[src/rtl/rotator_pkg.sv]
// Shared constants for the rotator unit: operation modes, directions and FSM state encoding.
package rotator_pkg;

    localparam logic [1:0] MODE_ROT = 2'b00;
    localparam logic [1:0] MODE_LSH = 2'b01;
    localparam logic [1:0] MODE_ASH = 2'b10;

    localparam logic DIR_LEFT  = 1'b1;
    localparam logic DIR_RIGHT = 1'b0;

    typedef enum logic [1:0] {
        IDLE = 2'd0,
        RUN  = 2'd1,
        DONE = 2'd2
    } state_t;

endpackage

[src/rtl/rotator_step.sv]
// Combinational one-step barrel function: rotate / logical shift / arithmetic shift.
// Ports:
//   value  - word to be stepped
//   amt    - bit positions to move (0 holds the value)
//   dir    - 1 = left (toward MSB), 0 = right
//   mode   - 00 rotate, 01 logical, 10 arithmetic, 11 treated as rotate
//   result - stepped word
module rotator_step
    import rotator_pkg::*;
#(
    parameter int unsigned WIDTH = 8,
    parameter int unsigned AMT_W = $clog2(WIDTH)
) (
    input  logic [WIDTH-1:0] value,
    input  logic [AMT_W-1:0] amt,
    input  logic             dir,
    input  logic [1:0]       mode,
    output logic [WIDTH-1:0] result
);

    logic [2*WIDTH-1:0] dbl;
    logic [2*WIDTH-1:0] rot_l;
    logic [2*WIDTH-1:0] rot_r;

    // Rotation via a doubled word: shifting {v,v} leaves the rotated word in one half.
    always_comb begin
        dbl    = {value, value};
        rot_l  = dbl << amt;
        rot_r  = dbl >> amt;
        result = value;
        case (mode)
            MODE_LSH: result = (dir == DIR_LEFT) ? (value << amt) : (value >> amt);
            MODE_ASH: result = (dir == DIR_LEFT) ? (value << amt)
                                                 : WIDTH'($signed(value) >>> amt);
            default:  result = (dir == DIR_LEFT) ? rot_l[2*WIDTH-1:WIDTH] : rot_r[WIDTH-1:0];
        endcase
    end

endmodule

[src/rtl/rotator_unit_param.sv]
// Job-based multi-cycle rotator/shifter with valid/ready input and output ports.
// Ports:
//   clk, rst              - clock, asynchronous active-high reset
//   in_valid/in_ready     - job handshake (in_ready high only in IDLE)
//   in_data               - initial register value
//   in_amt, in_dir,
//   in_mode, in_steps     - operation descriptor
//   out_valid/out_ready   - result handshake
//   out_data              - final result (valid with out_valid)
//   busy                  - high in RUN or DONE
//   rotated_out           - live register contents
module rotator_unit_param
    import rotator_pkg::*;
#(
    parameter int unsigned WIDTH     = 8,
    parameter int unsigned RESET_VAL = 1,
    parameter int unsigned CNT_W     = 8,
    parameter int unsigned AMT_W     = $clog2(WIDTH)
) (
    input  logic             clk,
    input  logic             rst,
    input  logic             in_valid,
    output logic             in_ready,
    input  logic [WIDTH-1:0] in_data,
    input  logic [AMT_W-1:0] in_amt,
    input  logic             in_dir,
    input  logic [1:0]       in_mode,
    input  logic [CNT_W-1:0] in_steps,
    output logic             out_valid,
    input  logic             out_ready,
    output logic [WIDTH-1:0] out_data,
    output logic             busy,
    output logic [WIDTH-1:0] rotated_out
);

    state_t             state_q, state_d;
    logic [WIDTH-1:0]   data_q, data_d;
    logic [CNT_W-1:0]   cnt_q, cnt_d;
    logic [AMT_W-1:0]   amt_q, amt_d;
    logic               dir_q, dir_d;
    logic [1:0]         mode_q, mode_d;
    logic [WIDTH-1:0]   step_val;

    rotator_step #(
        .WIDTH (WIDTH),
        .AMT_W (AMT_W)
    ) u_step (
        .value  (data_q),
        .amt    (amt_q),
        .dir    (dir_q),
        .mode   (mode_q),
        .result (step_val)
    );

    // State and datapath registers.
    always_ff @(posedge clk or posedge rst) begin
        if (rst) begin
            state_q <= IDLE;
            data_q  <= WIDTH'(RESET_VAL);
            cnt_q   <= '0;
            amt_q   <= '0;
            dir_q   <= DIR_RIGHT;
            mode_q  <= MODE_ROT;
        end else begin
            state_q <= state_d;
            data_q  <= data_d;
            cnt_q   <= cnt_d;
            amt_q   <= amt_d;
            dir_q   <= dir_d;
            mode_q  <= mode_d;
        end
    end

    // Next-state and datapath update.
    always_comb begin
        state_d = state_q;
        data_d  = data_q;
        cnt_d   = cnt_q;
        amt_d   = amt_q;
        dir_d   = dir_q;
        mode_d  = mode_q;
        case (state_q)
            IDLE: begin
                if (in_valid) begin
                    data_d  = in_data;
                    amt_d   = in_amt;
                    dir_d   = in_dir;
                    mode_d  = in_mode;
                    cnt_d   = in_steps;
                    state_d = (in_steps != '0) ? RUN : DONE;
                end
            end
            RUN: begin
                data_d = step_val;
                cnt_d  = cnt_q - CNT_W'(1);
                if (cnt_q == CNT_W'(1)) state_d = DONE;
            end
            DONE: begin
                if (out_ready) state_d = IDLE;
            end
            default: state_d = IDLE;
        endcase
    end

    assign in_ready    = (state_q == IDLE);
    assign out_valid   = (state_q == DONE);
    assign busy        = (state_q != IDLE);
    assign out_data    = data_q;
    assign rotated_out = data_q;

endmodule

[config.mk]
export PLATFORM = sky130hd
export DESIGN_NAME = rotator_unit_param
export DESIGN_NICKNAME = d
export VERILOG_FILES = /design/src/rtl/rotator_pkg.sv /design/src/rtl/rotator_step.sv /design/src/rtl/rotator_unit_param.sv
export SDC_FILE = /design/constraint.sdc
export NUM_CORES = 1
export LEC_CHECK = 0
export BUFFER_PORTS_ARGS = -buffer_cell sky130_fd_sc_hd__clkbuf_2
export CAP_MARGIN = 20
export CORE_AREA = 5 5 77 79
export DETAILED_ROUTE_END_ITERATION = 8
export DIE_AREA = 0 0 82 84
export HOLD_SLACK_MARGIN = 0.02
export MAX_ROUTING_LAYER = met4
export PLACE_DENSITY = 0.7
export SLEW_MARGIN = 25
export SYNTH_ARGS = -nofsm -noshare
export SYNTH_HDL_FRONTEND = slang
export SYNTH_SLANG_ARGS = --single-unit
[constraint.sdc]
create_clock -name clk -period 1.75 [get_ports clk]
set_input_delay 0.0875 -clock clk [delete_from_list [all_inputs] [get_ports clk]]
set_output_delay 0.0875 -clock clk [all_outputs]
set_load 0.005 [all_outputs]
==> results of run 1 <==
==> sequential cells by signal, summed over array words and instances, names as in the netlist <==
name	flops
cnt_q	8
out_data	8
amt_q	3
mode_q	2
state_q	2
dir_q	1
==> cell type report <==
cell class,count,share of cell area
tap,72,0.0276
clock buffer,3,0.0127
multi-input combinational,227,0.513
timing repair buffer,111,0.237
clock inverter,1,0.00922
sequential,24,0.185
inverter,13,0.0150
==> layer usage <==
layer,GRT usage,share of wire,vias to the layer above
met5,-,0,-
met4,0.0725,0.013,0
met3,0.0281,0.065,12
met2,0.425,0.50,138
met1,0.319,0.42,1310
li1,-,-,1264
==> per-stage QoR <==
| stage | setup slack [ns] | std cells | TNS, ns | total power, uW | cell area [sq um] |
|---|---|---|---|---|---|
| 6_report | -0.240 | 451 | -1.04 | 7690 | 3260 |
| 5_1_grt | -0.268 | 451 | -1.61 | 8230 | 3260 |
| 4_1_cts | -0.217 | 450 | -0.895 | 7470 | 3230 |
| 3_5_place_dp | -0.228 | 438 | -0.990 | 6570 | 3030 |
| 3_3_place_gp | -0.171 | 438 | -0.779 | 6490 | 3030 |
| 2_1_floorplan | -0.146 | 302 | -0.362 | 4740 | 2500 |
==> path summary, 6_finish.rpt <==
path	from	end	slack, ns
max	amt_q[0]	out_data[6]	-0.24
min in group asynchronous	rst	cnt_q[5]	0.39
max in group asynchronous	rst	out_data[0]	1.05
min reg2reg	mode_q[1]	mode_q[1]	0.62
min	in_amt[1]	amt_q[1]	0.02
max reg2reg	amt_q[0]	out_data[6]	-0.24
==> what timing repair did <==
| action | 4_1_cts | 5_1_grt |
|---|---|---|
| buffers inserted | 4 | 1 |
| endpoints found under the setup margin | 8 | 8 |
| hold buffers | 4 | 0 |
| pin swaps | 6 | 4 |
| gates resized for setup | 19 | 7 |
| endpoints found under the hold margin | 26 | 0 |
==> cell families after synthesis <==
group                    synth area share
flip-flops                          0.244
adder cells (fa/ha/maj)            0.0203
AND/OR/NAND/NOR                     0.186
buffers and inverters               0.102
AO/OA/AOI/OAI                       0.264
multiplexers                        0.183
==> placed cells by master (no fill, tap or decap), types with 4 or more instances in the layout <==
cell           count
a21oi_1           25
a31oi_1            4
buf_4             55
buf_6              7
clkbuf_2          44
dfrtp_1           22
dlygate4sd3_1      4
inv_1             12
mux2_4             6
mux2i_1           12
mux4_2             9
nand2_1           32
nand2b_1           7
nand3_1           10
nor2_1            18
nor2b_1            6
nor3_1             8
nor4_1             5
o21ai_0           13
o22a_1             5
o22ai_1           12
==> worst register-to-register path: stages, from the launching register on <==
cell and delay [ns]:
dfrtp_1 0.43, buf_6 0.15, mux2_4 0.30, mux4_2 0.52, o32ai_2 0.11, a31oi_1 0.07
o32a_1 0.29
==> power groups by stage <==
stage	clock [uW]	combinational (uW)	sequential [uW]
6_report	522	5910	1260
5_1_grt	548	6370	1310
2_1_floorplan	0	3660	1080
3_3_place_gp	0	5270	1220
4_1_cts	526	5700	1240
3_5_place_dp	0	5340	1230
==> impl_metrics.py, run 1 <==
metrics = {
    "power": {
        "pwr-share-seq": 0.163,
        "p_int_uw": 4220,
        "p_sw_uw": 3470,
        "comb_power_share": 0.769,
        "switching_share": 0.452,
        "clockPowerShare": 0.068,
        "peakVddDrop_uv": 1030,
        "leakagePower_uw": 0.00148,
        "powerDensity_mw_per_mm2": 2360,
    },
    "worst_setup_path": {
        "crit_path_cell_trace": "buf_6 > mux2_4 > mux4_2 > o32ai_2 > a31oi_1 > o32a_1",
        "cpLargestDelayFamily": "multiplexers",
        "worst_setup_path_end_kind": "flip-flop",
        "critPathMaxStageDelay_ns": 0.52,
        "cp_num_buf_inv": 1,
        "critPathKind": "flip-flop to flip-flop",
        "cp.depth": 6,
        "arrival_ns": 2.16,
        "cp_slowest_cell": "mux4_2",
        "cp_data_required_time_ns": 1.92,
        "r2r_cells": 6,
        "cp-start-kind": "flip-flop",
        "critPathMaxFanout": 5,
    },
    "synthesis": {
        "ys_seq_area_frac": 0.244,
        "synth_cell_types": 59,
        "async_flop_share": 1.00,
        "synthFlopType": "dfrtp_1",
        "yosys-top-cells-area": "dfrtp_1, mux2i_1, mux4_2",
        "ys_top_cells_by_count": "nand2_1, a21oi_1, dfrtp_1, clkbuf_1, nor2_1",
        "yosys.area.top_type": "dfrtp_1",
        "syn_inst": 302,
        "synth_top_area_share": 0.233,
        "synth.avg_cell_area_sq_um": 8.17,
        "ys_ff_latch": 24,
        "syn_nets": 332,
        "ys_warn_count": 0,
        "synth_edf_count": 0,
        "syn_area_sq_mm": 0.00247,
        "synthMostInstantiatedCell": "nand2_1",
    },
    "sta": {
        "finalSetupViolations": 8,
        "min_period_ns": 1.99,
        "fin_crit_sh": 1.14,
        "skew_ns": 0.00464,
        "tightest_slew_ns": 0.561,
        "relSlewSlack": 0.623,
        "rsz0062_at_grt": "yes",
        "finalHoldViolCount": 0,
        "fin_ws_ns": -0.240,
        "slew_violations": 0,
        "maxClockFrequency_mhz": 503,
        "fin_hold_ws_ns": 0.0233,
    },
    "place": {
        "gp_congestion": 0.958,
        "place.port_buffers": 44,
        "hpwl_mm": 6.06,
    },
    "global_routing": {
        "grt_max_degree": 25,
        "antenna_found_initial": 0,
        "grt_pass1_wl_mm": 13.5,
        "gr-usage-all-layers": 0.254,
        "grt_overflow_total": 0,
        "grt_pass1_vias": 2832,
    },
    "cells_and_area": {
        "multi_input_area_sq_mm": 0.00167,
        "seqCellArea_sq_um": 603,
        "fill_cells": 488,
        "postLayoutCoreUtil": 0.618,
        "final_layout_size_suffix_gt1_frac": 0.375,
        "synthToLayoutAreaGrowth_pct": 32.1,
        "nets": 410,
        "antenna_cells": 0,
    },
    "clock_network": {
        "clock_latency_ns": 0.28,
        "cts_buffers": 3,
        "cts_buffer_depth": 2,
        "cts_max_level": 1,
        "cts_tree": "done",
        "clk_pin_slew_worst_paths_ns": 0.10,
        "cts_sinks": 24,
        "cts-root-buf": "clkbuf_8",
    },
    "drt": {
        "route.detailed.drc": 0,
        "firstDrtPassIters": 5,
        "wl_mm": 8.13,
        "vias_per_cell": 6.04,
        "vias": 2724,
        "wl_per_cell_um": 18.0,
        "drt_iter0_drc": 184,
        "drt.antenna.violating_nets": 0,
    },
    "floorplan": {
        "rows": 27,
        "core_sq_mm": 0.00527,
        "chipWidth_um": 82,
        "initial_core_util": 0.468,
        "fp.dieArea_sq_mm": 0.00689,
        "ios": 45,
        "die_h_um": 84,
    },
    "run": {
        "maxCapViolCount": 0,
    },
    "worst_hold_path": {
        "holdPathStages": 3,
        "holdCritPathClass": "primary input to flip-flop",
    },
    "status": {
        "status": "complete, but fails checks",
        "violations": "setup timing",
    },
}
Note: power is estimated with default switching activity, not from simulation.
==> run 2, diff against run 1 <==
BUFFER_PORTS_ARGS = unset   (was -buffer_cell sky130_fd_sc_hd__clkbuf_2)
DONT_BUFFER_PORTS = 1   (was unset)
PLACE_DENSITY = 0.63   (was 0.7)
SKIP_CTS_REPAIR_TIMING = 1   (was unset)
==> run 2 against run 1 <==
- the flow still finishes with violations (setup timing)
- fmax is 0.20% lower
- die area stayed put
- non-clock buffer count is 35 lower
- combinational power is 3.9% lower
- final area is 4.8% lower
- clock power is 22% lower
- largest cell class unchanged
==> impl_metrics.py, run 2 (synthesis gave the netlist of run 1 again) <==
metrics = {
    "sta": {
        "min_period_ns": 1.99,
        "finalHoldViolCount": 0,
        "maxClockFrequency_mhz": 502,
        "fin_ws_ns": -0.244,
        "finalSetupViolations": 8,
        "fin_crit_sh": 1.14,
        "slew_violations": 0,
        "relSlewSlack": 0.649,
        "skew_ns": 0.00298,
        "tightest_slew_ns": 0.522,
        "rsz0062_at_grt": "yes",
        "fin_hold_ws_ns": 0.0188,
    },
    "clock_network": {
        "cts_buffer_depth": 2,
        "cts_max_level": 1,
        "cts_tree": "done",
        "cts_buffers": 3,
        "cts_sinks": 24,
        "cts-root-buf": "clkbuf_8",
        "clock_latency_ns": 0.28,
        "clk_pin_slew_worst_paths_ns": 0.10,
    },
    "floorplan": {
        "rows": 27,
        "fp.dieArea_sq_mm": 0.00689,
        "ios": 45,
        "die_h_um": 84,
        "initial_core_util": 0.468,
        "chipWidth_um": 82,
        "core_sq_mm": 0.00527,
    },
    "cells_and_area": {
        "antenna_cells": 0,
        "nets": 375,
        "final_cell_mix": "buf_4, nand2_1, a21oi_1",
        "synthToLayoutAreaGrowth_pct": 25.7,
        "postLayoutCoreUtil": 0.588,
        "final_common_cell": "buf_4",
        "final_layout_size_suffix_gt1_frac": 0.282,
    },
    "drt": {
        "drt.antenna.violating_nets": 0,
        "wl_mm": 8.02,
        "drt_iter0_drc": 232,
        "vias": 2568,
        "firstDrtPassIters": 4,
        "wl_per_cell_um": 19.3,
        "vias_per_cell": 6.17,
        "route.detailed.drc": 0,
    },
    "worst_setup_path": {
        "r2r_cells": 6,
        "critPathMaxFanout": 5,
        "arrival_ns": 2.16,
        "r2r_end": "out_data[6]",
        "cp_data_required_time_ns": 1.92,
        "ff2ff_setup_slack_ns": -0.24,
        "critPathKind": "flip-flop to flip-flop",
        "worst_setup_path_end_kind": "flip-flop",
        "cp-start-kind": "flip-flop",
        "r2r_start": "amt_q[0]",
    },
    "global_routing": {
        "antenna_found_initial": 0,
        "grt_pass1_vias": 2536,
        "grt_pass1_wl_mm": 12.9,
        "gr-usage-all-layers": 0.244,
        "grt_max_degree": 25,
        "grt_overflow_total": 0,
    },
    "power": {
        "powerDensity_mw_per_mm2": 2380,
        "peakVddDrop_uv": 1300,
        "p_total_uw": 7380,
        "leakagePower_uw": 0.00132,
    },
    "place": {
        "gp_congestion": 0.995,
        "hpwl_mm": 6.10,
        "place.port_buffers": 0,
        "place_ws_ns": -0.268,
    },
    "worst_hold_path": {
        "hp-start": "in_steps[0]",
        "holdPathStages": 2,
        "whs_endpoint": "cnt_q[0]",
        "holdCritPathClass": "primary input to flip-flop",
    },
    "status": {
        "violations": "setup timing",
        "status": "complete, but fails checks",
    },
    "run": {
        "maxCapViolCount": 0,
    },
}
## run 2: metrics by stage
| stage | instances | setup TNS [ns] | cell area [sq um] |
|---|---|---|---|
| floorplan | 302 | -0.362 | 2500 |
| global placement | 397 | -1.18 | 2820 |
| detailed placement | 397 | -1.30 | 2820 |
| CTS | 401 | -1.50 | 2870 |
| global route | 416 | -1.66 | 3100 |
| finish | 416 | -1.14 | 3100 |
## run 2: how the worst max path moves through the flow
stage	end	startpoint	cells past startpoint	slack (ns)
6_report	out_data[6]	amt_q[0]	6	-0.24
5_1_grt	out_data[6]	amt_q[0]	6	-0.28
4_1_cts	out_data[0]	amt_q[0]	6	-0.28
3_5_place_dp	out_data[0]	amt_q[0]	6	-0.27
3_3_place_gp	out_data[6]	amt_q[0]	6	-0.22
2_1_floorplan	out_data[6]	amt_q[0]	6	-0.15
## run 2: critical path: stages, from the launching register on
cell	delay, ns
dfrtp_2	0.47
buf_6	0.15
mux2_4	0.30
mux4_2	0.52
o32ai_2	0.11
a31oi_1	0.06
o32a_1	0.28
## run 2: area by class of cell
| type | count | area [sq um] |
|---|---|---|
| timing repair buffer | 76 | 634 |
| fill | 498 | 2170 |
| multi-input combinational | 227 | 1670 |
| inverter | 13 | 48.8 |
| sequential | 24 | 604 |
| clock buffer | 4 | 55.1 |
| tap | 72 | 90.1 |
## run 2: layer usage
metal	global-route usage	share of wire
met1	0.329	0.43
met2	0.367	0.47
met3	0.0454	0.076
met4	0.0801	0.027
met5	-	0
## run 2: where the power goes
group | internal, uW | total [uW] | switching [uW]
clock network | 202 | 408 | 206
logic | 2900 | 5680 | 2780
registers | 862 | 1290 | 425
